==> src/rtl/mux_nto1_rr_reg_pkg.sv <==
// Shared constants for the registered N:1 mux: mode encodings and the
// index-width helper used to size channel selects.
package mux_nto1_rr_reg_pkg;

    localparam int unsigned MUX_MODE_SEL = 0;
    localparam int unsigned MUX_MODE_RR  = 1;

    // Never returns 0 so a select port always has at least one bit.
    function automatic int unsigned clog2(input int unsigned n);
        int unsigned r;
        r = 0;
        while ((32'd1 << r) < n) begin
            r = r + 1;
        end
        return (r == 0) ? 1 : r;
    endfunction

endpackage

==> src/rtl/mux_nto1_rr_reg_rr_arbiter.sv <==
// Combinational round-robin arbiter: rotates requests so ptr sits at bit 0,
// priority-encodes the lowest set bit, then rotates the index back.
module mux_nto1_rr_reg_rr_arbiter
    import mux_nto1_rr_reg_pkg::*;
#(
    parameter int unsigned N    = 4,
    parameter int unsigned SELW = 2
) (
    input  logic [N-1:0]    req,
    input  logic [SELW-1:0] ptr,
    output logic            gnt_valid,
    output logic [SELW-1:0] gnt_idx
);

    logic [N-1:0]    rot;
    logic [SELW-1:0] enc;
    logic [SELW-1:0] src_idx;

    always_comb begin
        rot     = '0;
        src_idx = '0;
        for (int unsigned i = 0; i < N; i++) begin
            src_idx = SELW'((32'(ptr) + i) % N);
            rot[i]  = req[src_idx];
        end
    end

    always_comb begin
        enc = '0;
        for (int i = int'(N) - 1; i >= 0; i--) begin
            if (rot[i]) begin
                enc = SELW'(i);
            end
        end
    end

    assign gnt_valid = |req;
    assign gnt_idx   = SELW'((32'(enc) + 32'(ptr)) % N);

endmodule

==> src/rtl/mux_nto1_rr_reg.sv <==
// Registered N:1 mux with valid/ready on every channel; the source is chosen
// either by an external select or by round-robin arbitration over valid inputs.
module mux_nto1_rr_reg
    import mux_nto1_rr_reg_pkg::*;
#(
    parameter int unsigned WIDTH = 5,
    parameter int unsigned N     = 4,
    parameter int unsigned MODE  = MUX_MODE_SEL,
    localparam int unsigned SELW = clog2(N)
) (
    input  logic               clk,
    input  logic               reset,
    input  logic [N*WIDTH-1:0] in_data,
    input  logic [N-1:0]       in_valid,
    output logic [N-1:0]       in_ready,
    input  logic [SELW-1:0]    sel,
    output logic [WIDTH-1:0]   out_data,
    output logic               out_valid,
    input  logic               out_ready,
    output logic [SELW-1:0]    out_src
);

    logic             out_valid_q, out_valid_d;
    logic [WIDTH-1:0] out_data_q, out_data_d;
    logic [SELW-1:0]  out_src_q, out_src_d;
    logic [SELW-1:0]  ptr_q, ptr_d;

    logic             gnt_valid;
    logic [SELW-1:0]  gnt_idx;
    logic             load;
    logic             xfer;

    generate
        if (MODE == MUX_MODE_RR) begin : g_rr
            logic unused_sel;
            assign unused_sel = ^sel;

            mux_nto1_rr_reg_rr_arbiter #(
                .N    (N),
                .SELW (SELW)
            ) u_arb (
                .req       (in_valid),
                .ptr       (ptr_q),
                .gnt_valid (gnt_valid),
                .gnt_idx   (gnt_idx)
            );
        end else begin : g_sel
            // An out-of-range select must never grant, even with all inputs valid.
            always_comb begin
                gnt_valid = 1'b0;
                gnt_idx   = sel;
                if (32'(sel) < N) begin
                    gnt_valid = in_valid[sel];
                end
            end
        end
    endgenerate

    assign load = ~out_valid_q | out_ready;
    // Reset gates the handshake so no upstream word is consumed and then lost.
    assign xfer = gnt_valid & load & ~reset;

    always_comb begin
        in_ready = '0;
        if (xfer) begin
            in_ready[gnt_idx] = 1'b1;
        end
    end

    always_comb begin
        out_valid_d = out_valid_q;
        out_data_d  = out_data_q;
        out_src_d   = out_src_q;
        ptr_d       = ptr_q;
        if (xfer) begin
            out_valid_d = 1'b1;
            out_data_d  = in_data[32'(gnt_idx)*WIDTH +: WIDTH];
            out_src_d   = gnt_idx;
            if (MODE == MUX_MODE_RR) begin
                ptr_d = (32'(gnt_idx) == N - 1) ? '0 : gnt_idx + 1'b1;
            end
        end else if (out_ready) begin
            out_valid_d = 1'b0;
        end
    end

    always_ff @(posedge clk) begin
        if (reset) begin
            out_valid_q <= 1'b0;
            out_data_q  <= '0;
            out_src_q   <= '0;
            ptr_q       <= '0;
        end else begin
            out_valid_q <= out_valid_d;
            out_data_q  <= out_data_d;
            out_src_q   <= out_src_d;
            ptr_q       <= ptr_d;
        end
    end

    assign out_valid = out_valid_q;
    assign out_data  = out_data_q;
    assign out_src   = out_src_q;

`ifndef SYNTHESIS
    always_ff @(posedge clk) begin
        if (!reset) begin
            assert ($onehot0(in_ready));
            assert (32'(ptr_q) < N);
        end
    end
`endif

endmodule
==> config.mk <==
export PLATFORM = sky130hd
export DESIGN_NAME = mux_nto1_rr_reg
export DESIGN_NICKNAME = d
export VERILOG_FILES = /design/src/rtl/mux_nto1_rr_reg_pkg.sv /design/src/rtl/mux_nto1_rr_reg_rr_arbiter.sv /design/src/rtl/mux_nto1_rr_reg.sv
export SDC_FILE = /design/constraint.sdc
export NUM_CORES = 1
export LEC_CHECK = 0
export CAP_MARGIN = 20
export CORE_MARGIN = 10
export CORE_UTILIZATION = 25
export CTS_CLUSTER_SIZE = 24
export DETAILED_ROUTE_END_ITERATION = 8
export PLACE_DENSITY = 0.68
export SLEW_MARGIN = 5
export SYNTH_ARGS = -nofsm -noshare
export SYNTH_HDL_FRONTEND = slang
export SYNTH_HIERARCHICAL = 1
export SYNTH_SLANG_ARGS = --single-unit
==> constraint.sdc <==
create_clock -name clk -period 2 [get_ports clk]
set_input_delay 0.4 -clock clk [delete_from_list [all_inputs] [get_ports clk]]
set_output_delay 0.4 -clock clk [all_outputs]
set_load 0.03 [all_outputs]
==> flow_summary.toml <==
[die]
chipHeight_um = 68.6
initial_utilization_pct = 26.4
die-area_mm2 = 0.00471
core_area_mm2 = 0.00223
die_w_um = 68.6
ios = 41
rows = 17

[logic_synthesis]
synth-compound-area-share_pct = 18.4
syn_avg_cell_area_um2 = 9.84
synth-seq-area-share_pct = 27.1
synth_top_family_by_area = "multiplexers"
synth-simple-area-share_pct = 12.3
synthCells = 60
yosysUniqueCellTypes = 18
yosys.area_share.adder_pct = 0
yosysWarnings = 6
muxShareOfSynthArea_pct = 28.0
syn_area_um2 = 591
async_reset_ff_share_pct = 0
synth-xor-area-share_pct = 0
ys.flop_type = "dfxtp_1"
synth_edf_count = 0
ys_ff_latch = 8
syn-num-nets = 89

[drt]
drt-initial-drc-count = 10
avgRoutedWirePerCell_um = 14.2
drt_wl_total_mm = 1.95
ant_nets = 0
dr.pass1.iters = 4
vias_per_cell = 4.77
drc = 0
routed-via-count = 654

[sta]
setup_ws_ps = 84.6
setup_tns_ps = 0
fin_skew_ps = 0.696
finalHoldViolations = 0
worst_pin_slew_ps = 322
setup_viol = 0
fin_crit_sh_pct = 95.8
max_freq_mhz = 522
holdWs_ps = 539
rsz0062_at_grt = "no"
max_slew_margin_pct = 78.4
slew_violations = 0
fin_crit_ps = 1920

[place]
placed_cells = 129
place_ws_ps = -633
hpwl_mm = 1.66
globalplace.congestion = 0.659
numPortBuffers = 40

[power]
power.switching_uw = 146
clock_power_share_pct = 23.7
leakage_nw = 0.459
peakVddDrop_v = 0.000228
pwr-share-seq_pct = 34.8
pwr-share-comb_pct = 41.5
finalPower_uw = 506
p_per_area_mw_per_mm2 = 447
internal_power_uw = 360
netSwitchingFraction_pct = 28.9

[clock_network]
insertion_delay_ps = 250
clk_pin_slew_ps = 50
cts_tree = "yes"
cts_buffers = 3
cts_root_buf = "clkbuf_4"
postCtsHoldBufs = 0
max-clock-path-buffers = 2
htree_num_levels = 1
cts_sinks = 8

[cells_and_area]
layout_commonest_cell = "clkdlybuf4s50_1"
mostFrequentLayoutCells = "clkdlybuf4s50_1, buf_4, inv_1, dfxtp_1, nand4_1"
syn2layout_area_growth_pct = 91.5
drive_gt1_share_pct = 33.0
finalNonFillerCells = 137
multi_input_area_um2 = 374
n_fill_cell = 212
antenna_cells = 0
nNetsFinal = 140
regArea_um2 = 160

[setup_path]
arrival_ps = 1520
endpoint = "in_ready[3]"
startpoint = "reset"
reg2reg_slack_ps = 820
reg2regPathDepth = 5
cp-start-kind = "input pin"
reg2reg_from = "out_valid$_SDFFE_PP0P_"
cp.required_ps = 1600
end_kind = "output port"
crit_type = "in2out"
critPathMaxFanout = 7
worstReg2RegEnd = "out_data[3]$_SDFFE_PP0P_"

[outcome]
status = "complete, no violations"

[grt]
grt-ovfl-total = 0
grt_max_degree = 15
grt_pass1_vias = 775
grt_usage_pct = 9.29
grt_pass1_wl_mm = 3.37
antenna_found_initial = 0

[min_path]
hold_path_startpoint = "out_data[1]$_SDFFE_PP0P_"
hold_class = "reg2reg"

[job]
max-cap-violations = 0
-- final cells by class --
cell class                      count  share of cell area [%]
Clock buffer                        3                    1.99
Inverter                           10                    3.32
Multi-Input combinational cell     35                    33.1
Sequential cell                     8                    14.2
Tap cell                           28                    3.10
Timing Repair Buffer               53                    44.4
-- worst max-delay path, cell delays in order --
cell	delay, ps
clkdlybuf4s50_1	440
inv_2	80
buf_6	120
nand4_1	170
nor2_2	160
buf_6	140
-- cells in the mapped netlist (all sizes together) (2+ instances only) --
cell | count | area, um2
nor2 | 2 | 7.51
a21oi | 8 | 47.6
clkbuf | 4 | 16.3
a31o | 7 | 61.3
buf | 3 | 30.0
nor3 | 2 | 10.0
mux4 | 6 | 154
dfxtp | 8 | 160
nand4 | 7 | 43.8
inv | 10 | 37.5
-- flip-flops by register name, summed over array words and instances, names as in the netlist --
register	flops
out_data	5
out_valid	1
out_src	2
-- worst min-delay path by stage --
| stage | to | slack, ps | depth (start not counted) |
|---|---|---|---|
| floorplan | out_data[1]$_SDFFE_PP0P_ | 660 | 3 |
| global placement | out_data[3]$_SDFFE_PP0P_ | 520 | 3 |
| detailed placement | out_data[1]$_SDFFE_PP0P_ | 530 | 3 |
| CTS | out_data[1]$_SDFFE_PP0P_ | 540 | 3 |
| global route | out_data[1]$_SDFFE_PP0P_ | 590 | 3 |
| finish | out_data[1]$_SDFFE_PP0P_ | 540 | 3 |
-- routing by layer --
metal	share of wire, %	global-route usage [%]	vias to the layer above	wire, um
li1	-	-	328	-
met1	38	8.96	290	748
met2	44	14.5	34	855
met3	17	7.41	2	335
met4	0.67	3.77	0	13
met5	0	0	-	0
-- cells by family after synthesis --
logic type             Yosys count
muxes                            7
and+or+nand+nor                 13
buffers and inverters           17
DFF                              8
AOI/OAI and AO/OA               15
-- per-stage QoR --
stage	util [%]	instance area (um2)
4_1_cts	48.9	1090
5_1_grt	50.6	1130
3_3_place_gp	46.6	1040
2_1_floorplan	-	596
6_report	50.6	1130
3_5_place_dp	46.6	1040
-- what timing repair did --
action / CTS / global route
pin swaps: 3 / 2
resized for setup: 26 / 5
buffers inserted: 2 / 3
setup endpoints to repair: 4 / 2
-- power groups by stage --
| stage | clock, mW | combinational (mW) | sequential (mW) |
|---|---|---|---|
| final | 0.120 | 0.210 | 0.176 |
| after CTS | 0.124 | 0.205 | 0.176 |
| after global routing | 0.132 | 0.228 | 0.178 |
| after floorplan | 0 | 0.0833 | 0.200 |
| after detailed placement | 0 | 0.200 | 0.179 |
| after global placement | 0 | 0.197 | 0.179 |
Note: power is estimated with default switching activity, not from simulation.
